===== config.mk =====
export PLATFORM = sky130hd
export DESIGN_NAME = rd_scoreboard
export DESIGN_NICKNAME = d
export VERILOG_FILES = /design/src/rtl/rd_scoreboard_pkg.sv /design/src/rtl/rd_stage_reg.sv /design/src/rtl/rd_scoreboard.sv
export SDC_FILE = /design/constraint.sdc
export NUM_CORES = 1
export LEC_CHECK = 0
export ABC_AREA = 1
export BUFFER_PORTS_ARGS = -buffer_cell sky130_fd_sc_hd__buf_2
export CAP_MARGIN = 20
export CELL_PAD_IN_SITES_DETAIL_PLACEMENT = 2
export CELL_PAD_IN_SITES_GLOBAL_PLACEMENT = 2
export CORE_AREA = 2 2 69 71
export CTS_CLUSTER_DIAMETER = 60
export CTS_CLUSTER_SIZE = 25
export DETAILED_ROUTE_END_ITERATION = 12
export DIE_AREA = 0 0 71 73
export HOLD_SLACK_MARGIN = 0.03
export PLACE_DENSITY_LB_ADDON = 0.2
export SLEW_MARGIN = 10
export SYNTH_ARGS = -nofsm -noshare
export SYNTH_HDL_FRONTEND = slang
export SYNTH_SLANG_ARGS = --single-unit

===== constraint.sdc =====
create_clock -name clk -period 1.3 [get_ports clk]
set_input_delay 0.195 -clock clk [delete_from_list [all_inputs] [get_ports clk]]
set_output_delay 0.195 -clock clk [all_outputs]
set_load 0.05 [all_outputs]

===== src/rtl/rd_scoreboard_pkg.sv =====
// rd_scoreboard_pkg
// Shared definitions for the destination-register scoreboard:
//   REG_W    - architectural register index width (16 registers)
//   OP_LW    - decode opcode that identifies a load
//   stage_t  - per-stage record carried through EX, MEM and WB
package rd_scoreboard_pkg;

  localparam int REG_W = 4;
  localparam logic [3:0] OP_LW = 4'b0111;

  typedef struct packed {
    logic             valid;
    logic             wr;
    logic [REG_W-1:0] rd;
    logic             is_load;
  } stage_t;

  localparam stage_t STAGE_EMPTY = '0;

endpackage


===== src/rtl/rd_stage_reg.sv =====
// rd_stage_reg
// One pipeline stage of the destination-register tracker.
// Ports:
//   clk    - pipeline clock
//   reset  - asynchronous active-high reset, clears the record
//   hold   - keep the current record (highest priority)
//   bubble - load an empty record instead of d
//   d      - record arriving from the previous stage
//   q      - record currently held by this stage
module rd_stage_reg
  import rd_scoreboard_pkg::*;
(
  input  logic   clk,
  input  logic   reset,
  input  logic   hold,
  input  logic   bubble,
  input  stage_t d,
  output stage_t q
);

  // hold beats bubble so a frozen pipeline never loses its contents.
  always_ff @(posedge clk or posedge reset) begin
    if (reset) begin
      q <= STAGE_EMPTY;
    end else if (hold) begin
      q <= q;
    end else if (bubble) begin
      q <= STAGE_EMPTY;
    end else begin
      q <= d;
    end
  end

endmodule


===== src/rtl/rd_scoreboard.sv =====
// rd_scoreboard
// Tracks each decoded instruction's destination register through EX, MEM
// and WB for the decode-stage forwarding selects, and raises the stall that
// holds PC/decode on a load-use hazard or a data-memory wait.
// Ports:
//   clk, reset                 - clock, asynchronous active-high reset
//   dcd_valid/opcode/wrReg/rd  - instruction currently in decode
//   dcd_rs1, dcd_rs2           - its source register indices
//   flush                      - branch redirect, kills the decode instruction
//   mem_busy                   - data memory not ready, freezes the pipeline
//   wrReg_EX/MEM/WB            - stage holds a valid register write
//   exe_rd, mem_rd, wb_rd      - stage destination indices
//   stall                      - hold PC and decode register this cycle
//   stall_cnt, flush_cnt       - saturating statistics counters
// Build option: define SCOREBOARD_STATS_EN to add the statistics counters.
module rd_scoreboard #(
  parameter int REG_W = rd_scoreboard_pkg::REG_W,
  parameter int CNT_W = 16
) (
  input  logic             clk,
  input  logic             reset,
  input  logic             dcd_valid,
  input  logic [3:0]       dcd_opcode,
  input  logic             dcd_wrReg,
  input  logic [REG_W-1:0] dcd_rd,
  input  logic [REG_W-1:0] dcd_rs1,
  input  logic [REG_W-1:0] dcd_rs2,
  input  logic             flush,
  input  logic             mem_busy,
  output logic             wrReg_EX,
  output logic             wrReg_MEM,
  output logic             wrReg_WB,
  output logic [REG_W-1:0] exe_rd,
  output logic [REG_W-1:0] mem_rd,
  output logic [REG_W-1:0] wb_rd,
`ifdef SCOREBOARD_STATS_EN
  output logic [CNT_W-1:0] stall_cnt,
  output logic [CNT_W-1:0] flush_cnt,
`endif
  output logic             stall
);

  import rd_scoreboard_pkg::*;

  stage_t ex_d;
  stage_t ex_q;
  stage_t mem_q;
  stage_t wb_q;
  logic   load_use;
  logic   ex_bubble;

  always_comb begin
    ex_d         = STAGE_EMPTY;
    ex_d.valid   = dcd_valid;
    ex_d.wr      = dcd_wrReg;
    ex_d.rd      = dcd_rd;
    ex_d.is_load = (dcd_opcode == OP_LW);
  end

  // Register 0 is compared like any other index so the stall agrees with
  // the forwarding selects, which also treat r0 normally.
  assign load_use = dcd_valid & ex_q.valid & ex_q.wr & ex_q.is_load &
                    ((dcd_rs1 == ex_q.rd) | (dcd_rs2 == ex_q.rd));

  assign stall = mem_busy | load_use;

  // A flush and a load-use hazard both need the same EX bubble; mem_busy
  // overrides both inside the stage register via hold.
  assign ex_bubble = flush | load_use;

  rd_stage_reg u_ex (
    .clk    (clk),
    .reset  (reset),
    .hold   (mem_busy),
    .bubble (ex_bubble),
    .d      (ex_d),
    .q      (ex_q)
  );

  rd_stage_reg u_mem (
    .clk    (clk),
    .reset  (reset),
    .hold   (mem_busy),
    .bubble (1'b0),
    .d      (ex_q),
    .q      (mem_q)
  );

  rd_stage_reg u_wb (
    .clk    (clk),
    .reset  (reset),
    .hold   (mem_busy),
    .bubble (1'b0),
    .d      (mem_q),
    .q      (wb_q)
  );

  assign wrReg_EX  = ex_q.valid & ex_q.wr;
  assign wrReg_MEM = mem_q.valid & mem_q.wr;
  assign wrReg_WB  = wb_q.valid & wb_q.wr;
  assign exe_rd    = ex_q.rd;
  assign mem_rd    = mem_q.rd;
  assign wb_rd     = wb_q.rd;

  // The load flag only matters in EX; later copies are carried but unread.
  logic unused_is_load;
  assign unused_is_load = mem_q.is_load ^ wb_q.is_load;

`ifdef SCOREBOARD_STATS_EN
  logic stall_inc;
  logic flush_inc;

  // A stall cycle that coincides with a flush is counted as a flush only.
  assign stall_inc = load_use & ~mem_busy & ~flush;
  assign flush_inc = flush & ~mem_busy;

  always_ff @(posedge clk or posedge reset) begin
    if (reset) begin
      stall_cnt <= '0;
      flush_cnt <= '0;
    end else begin
      if (stall_inc && (stall_cnt != {CNT_W{1'b1}})) begin
        stall_cnt <= stall_cnt + CNT_W'(1);
      end
      if (flush_inc && (flush_cnt != {CNT_W{1'b1}})) begin
        flush_cnt <= flush_cnt + CNT_W'(1);
      end
    end
  end
`else
  localparam int unused_cnt_w = CNT_W;
`endif

endmodule


==> flow_metrics.py, run 1 <==
metrics = {
    "run_status": {
        "status": "complete, but fails checks",
        "violations": "setup timing",
    },
    "detailed_routing": {
        "wl_met1_um": 1267,
        "drt-initial-drc-count": 17,
        "wl_met3_um": 118,
        "highest_layer": "met4",
        "dr_wl_met2_um": 1725,
        "routed_wl_um": 3135,
        "drtPass1Iterations": 2,
        "antenna_left": 0,
        "drc": 0,
        "wl_per_cell_um": 12.44,
        "vias_per_cell": 4.274,
        "num_vias": 1077,
    },
    "synth": {
        "netlist_area_um2": 1067,
        "synth-edff-count": 0,
        "synth_ff_type": "dfrtp_1",
        "synth_most_common_cell": "nand2_1",
        "synth_common_cells": "nand2_1, inv_1, dfrtp_1",
        "netlist.area_leader.share_pct": 44.55,
        "syn_area_per_cell_um2": 6.798,
        "yosysUniqueCellTypes": 13,
        "syn_inst": 157,
        "yosysSeqAreaShare_pct": 44.55,
        "synthArstFlopShare_pct": 100.0,
        "synth_seq_cells": 19,
        "syn-num-nets": 179,
        "yosys_warnings": 0,
        "yosys.area.top_type": "dfrtp_1",
        "netlist_top_cells_area": "dfrtp_1, nand2_1, buf_4",
    },
    "floorplan": {
        "die_w_um": 71,
        "die_h_um": 73,
        "rows": 25,
        "floorplan.initialDensity_pct": 23.53,
        "io_pins": 38,
        "coreArea_um2": 4536,
        "fp.dieArea_um2": 5183,
    },
    "critical_path": {
        "critical_path.max_stage_delay_ps": 440,
        "arrival_ps": 1410,
        "end_kind": "output pin",
        "crit_required_ps": 1110,
        "crit_path_top_delay_cell": "dfrtp_2",
        "path_class": "register to output pin",
        "worstRegToRegCells": 11,
        "cp_max_fo": 4,
        "r2r-end": "u_ex.q[1]",
        "start_kind": "register",
        "r2r_slack_ps": -150,
        "crit_path_cell_trace": "buf_6, nand2_2, nand2_1, nor2_1, nand2_1, nand2_2, nand2_4, nand2_4, buf_8",
        "timing.rr.start": "u_ex.q[4]",
    },
    "global_routing": {
        "track_usage_pct": 12.59,
        "antenna_found_initial": 0,
        "grt_start_max_net_pins": 24,
        "grt_pass1_vias": 1143,
        "gr-total-overflow": 0,
        "grt_pass1_wl_um": 5106,
    },
    "finish": {
        "seqCellArea_um2": 478.0,
        "syn_to_final_growth_pct": 37.05,
        "drive_gt1_share_pct": 37.37,
        "layout.nets": 221,
        "multi_input_area_um2": 460.4,
        "n_antenna_cell": 0,
        "nFillCells": 559,
    },
    "timing": {
        "rsz0062_at_grt": "true",
        "min_period_ps": 1610,
        "fmax_mhz": 621.2,
        "hold_viol_final": 0,
        "finalClockSkew_ps": 4.052,
        "fin_tns_setup_ps": -1242,
        "worst_pin_slew_ps": 354.3,
        "setup_ws_ps": -309.8,
        "post-route-period-util_pct": 123.8,
        "setup-violations-final": 8,
        "relSlewSlack_pct": 76.16,
        "drv_slew": 0,
    },
    "hold_path": {
        "hold_start": "dcd_opcode[3]",
        "hp-class": "input pin to register",
        "worstHoldEndpoint": "u_ex.q[0]",
        "holdPathStages": 4,
    },
    "clock_network": {
        "cts.sinks": 19,
        "cts_root_buf": "clkbuf_8",
        "clk_path_buf_depth": 2,
        "cts_buffers": 3,
        "htree_levels": 1,
        "clk_pin_slew_ps": 70,
        "cts_tree": "done",
        "clock_latency_ps": 260,
    },
    "power_and_ir_drop": {
        "p_per_area_nw_per_um2": 1059,
        "max-vdd-ir-drop_uv": 330.4,
        "leakage_nw": 0.9025,
        "power_mw": 1.549,
    },
    "placement": {
        "numPortBuffers": 37,
        "gp_congestion": 0.7387,
        "dp_slack_ps": -183.6,
        "dp_hpwl_um": 2388,
    },
    "flow_run": {
        "drv_cap": 0,
    },
}
## cell families after synthesis
family | synth area share (%)
buffers and inverters | 18.17
AOI/OAI and AO/OA | 1.876
DFF | 44.55
and+or+nand+nor | 35.41
## repair_timing
item,CTS,global route
buffers inserted,2,2
cloned,0,0
pin swaps,3,6
hold endpoints to repair,19,0
setup endpoints to repair,9,9
resized for setup,11,14
hold buffers,1,0
## metrics by stage
step                cell area (um2)  instances  util [%]  hold slack (ps)
finish                         1463        252     32.25            205.1
detailed placement             1301        244     28.69            234.3
global route                   1463        252     32.25            230.8
global placement               1301        244     28.69            232.6
floorplan                      1070        157         -            146.1
CTS                            1409        251     31.06            207.3
## placed cells by master (no fill, tap or decap)
cell and count:
inv_2 3, nand3_4 1, buf_8 2, nor2_1 9, nand3_2 4, o21ai_0 4
nor4_1 1, nand2_2 6, nand3_1 2, nor2_2 1, buf_4 12, dfrtp_2 2
buf_6 1, nor2_4 1, buf_2 36, nand2_4 2, inv_1 21, clkbuf_8 3
dlygate4sd3_1 1, clkbuf_1 1, nand2_1 68, dfrtp_1 17
## registers in the layout, summed over array words and instances, names as in the netlist
signal and count:
u_ex.q 7, u_mem.q 6, u_wb.q 6
## where the power goes
part | internal, mW | total, mW | switching (mW)
Clock | 0.218 | 0.415 | 0.197
Combinational | 0.144 | 0.445 | 0.301
Sequential | 0.645 | 0.689 | 0.0432
## per-layer routing
metal,global-route usage (%),vias to the layer above
met5,0,-
met4,4.403,0
met3,2.072,3
met2,23.78,28
met1,14.30,517
li1,-,529
## final cells by class
class	instances	area share (%)
Clock buffer	4	3.080
Inverter	24	6.159
Multi-Input combinational cell	99	31.48
Sequential cell	19	32.68
Tap cell	54	4.619
Timing Repair Buffer	52	21.98
## worst max path at each step
stage / start / slack (ps) / cells past startpoint / endpoint
3_5_place_dp: u_ex.q[4] / -180 / 9 / stall
3_3_place_gp: u_ex.q[2] / -140 / 9 / stall
2_1_floorplan: u_ex.q[2] / 70 / 8 / stall
6_report: u_ex.q[4] / -310 / 9 / stall
5_1_grt: u_ex.q[4] / -410 / 9 / stall
4_1_cts: u_ex.q[4] / -330 / 9 / stall
## worst max-delay path, delay by kind of cell, from the launching register on
kind / cells / cell delay (ps)
buf+inv: 2 / 270
simple gates: 7 / 430
flops: 1 / 440
Power figures use the tool's default switching activity.
==> run 2: changes to the inputs <==
- SYNTH_HIERARCHICAL: unset -> 1
==> flow_metrics.py, run 2 <==
metrics = {
    "critical_path": {
        "crit_family": "simple AND/OR/NAND/NOR gates",
        "critical_path.max_stage_delay_ps": 420,
        "cp_max_fo": 4,
        "worstRegToRegCells": 13,
        "end_kind": "output pin",
        "crit_path_top_delay_cell": "dfrtp_2",
        "crit_cells": 9,
        "crit_required_ps": 1110,
        "path_class": "register to output pin",
        "arrival_ps": 1340,
        "crit_path_cell_trace": "inv_2, nand2_2, nand2_2, nor2_2, nand2_1, nand2_1, nand2_2, nand2_4, buf_8",
        "crit_buf_inv": 2,
        "cpMostUsedCell": "nand2_2",
        "start_kind": "register",
    },
    "timing": {
        "setup_ws_ps": -236.5,
        "hold_slack_ps": 134.9,
        "post-route-period-util_pct": 118.2,
        "finalClockSkew_ps": 0.9623,
        "hold_viol_final": 0,
        "setup-violations-final": 8,
        "fmax_mhz": 650.8,
        "rsz0062_at_grt": "true",
        "drv_slew": 0,
        "fin_tns_setup_ps": -1477,
        "min_period_ps": 1536,
    },
    "finish": {
        "layout_common_cells": "nand2_1, buf_2, inv_1",
        "regMostFlops": "u_ex/q",
        "drive_gt1_share_pct": 39.06,
        "seqCellArea_um2": 480.5,
        "largestRegisters": "u_ex/q (7), u_mem/q (6), u_wb/q (6)",
        "n_antenna_cell": 0,
        "layout.nets": 215,
        "syn_to_final_growth_pct": 40.46,
        "multi_input_area_um2": 491.7,
        "post-route-util_pct": 31.89,
        "largest_reg_flops": 7,
        "mostFrequentLayoutCell": "nand2_1",
        "nFillCells": 538,
    },
    "clock_network": {
        "cts_root_buf": "clkbuf_8",
        "cts.sinks": 19,
        "cts_tree": "done",
        "cts_buffers": 3,
        "clk_pin_slew_ps": 80,
        "clock_latency_ps": 250,
        "htree_levels": 1,
        "clk_path_buf_depth": 2,
    },
    "power_and_ir_drop": {
        "max-vdd-ir-drop_uv": 390.4,
        "p_per_area_nw_per_um2": 992.1,
        "leakage_nw": 0.9041,
    },
    "hold_path": {
        "holdPathStages": 3,
        "hp-class": "input pin to register",
    },
    "placement": {
        "dp_slack_ps": -140.6,
        "dp_hpwl_um": 2352,
        "gp_congestion": 0.7224,
        "numPortBuffers": 37,
    },
    "global_routing": {
        "grt_start_max_net_pins": 23,
        "grt_pass1_wl_um": 5050,
        "gr-total-overflow": 0,
        "track_usage_pct": 12.03,
        "grt_pass1_vias": 1093,
        "antenna_found_initial": 0,
    },
    "flow_run": {
        "drv_cap": 0,
    },
    "detailed_routing": {
        "wl_per_cell_um": 11.63,
        "drc": 0,
        "drt-initial-drc-count": 33,
        "routed_wl_um": 2862,
        "drtPass1Iterations": 4,
        "antenna_left": 0,
        "vias_per_cell": 4.102,
        "num_vias": 1009,
    },
    "floorplan": {
        "die_h_um": 73,
        "die_w_um": 71,
        "coreArea_um2": 4536,
        "io_pins": 38,
        "rows": 25,
        "floorplan.initialDensity_pct": 22.70,
        "fp.dieArea_um2": 5183,
    },
    "synth": {
        "syn_area_per_cell_um2": 7.151,
        "yosys_warnings": 6,
        "netlist_area_um2": 1030,
        "syn_inst": 144,
    },
    "run_status": {
        "status": "complete, but fails checks",
        "violations": "setup timing",
    },
}
==> run 2: cell type report <==
type / count / area share, %
flip-flops and latches: 19 / 33.22
multi-input cells: 103 / 34.00
well taps: 54 / 4.671
clock inverters: 1 / 0.3460
inverters: 20 / 5.190
repair buffers: 46 / 19.72
clock buffers: 3 / 2.855
==> run 2: repair_timing <==
| action | in CTS | in global routing |
|---|---|---|
| gates cloned | 0 | 0 |
| gates resized for setup | 5 | 11 |
| hold buffers | 1 | 0 |
| hold endpoints to repair | 19 | 0 |
| setup endpoints to repair | 8 | 10 |
| setup buffers | 2 | 1 |
| pin swaps | 6 | 3 |
==> run 2: final timing paths <==
path                                start          to  slack [ps]
max in group asynchronous           reset   u_ex/q[4]         610
worst max-delay path            u_ex/q[2]       stall        -240
min in group asynchronous           reset  u_mem/q[6]         410
worst max register to register  u_ex/q[2]   u_ex/q[1]        -190
worst min-delay path            dcd_rd[1]   u_ex/q[2]         130
worst min register to register  u_wb/q[4]   u_wb/q[4]         490
==> run 2: layer usage <==
| layer | GRT usage, % | wire, um | vias to the layer above |
|---|---|---|---|
| li1 | - | - | 508 |
| met1 | 14.94 | 1226 | 474 |
| met2 | 21.39 | 1484 | 25 |
| met3 | 2.762 | 143 | 2 |
| met4 | 2.516 | 7 | 0 |
| met5 | 0 | 0 | - |
==> run 2: worst register-to-register path: stages (launching register included) <==
cell,delay (ps)
dfrtp_2,420
inv_2,60
nand2_2,50
nand2_2,50
nor2_2,110
nand2_1,60
nand2_1,70
nand2_2,70
buf_4,130
buf_4,130
nand2_4,70
nor2_8,50
nand2_1,60
nand2_1,50
==> run 2: power by group <==
| group | internal (mW) | switching (mW) | total (mW) | leakage (nW) |
|---|---|---|---|---|
| registers | 0.628 | 0.0329 | 0.660 | 0.250 |
| logic | 0.121 | 0.233 | 0.354 | 0.628 |
| clock network | 0.213 | 0.208 | 0.421 | 0.0255 |
==> run 2: metrics by stage <==
step	instances	instance area, um2	power (mW)
floorplan	145	1056	0.8925
global placement	238	1325	0.9980
detailed placement	238	1325	1.010
CTS	245	1411	1.455
global route	246	1446	1.529
finish	246	1446	1.435
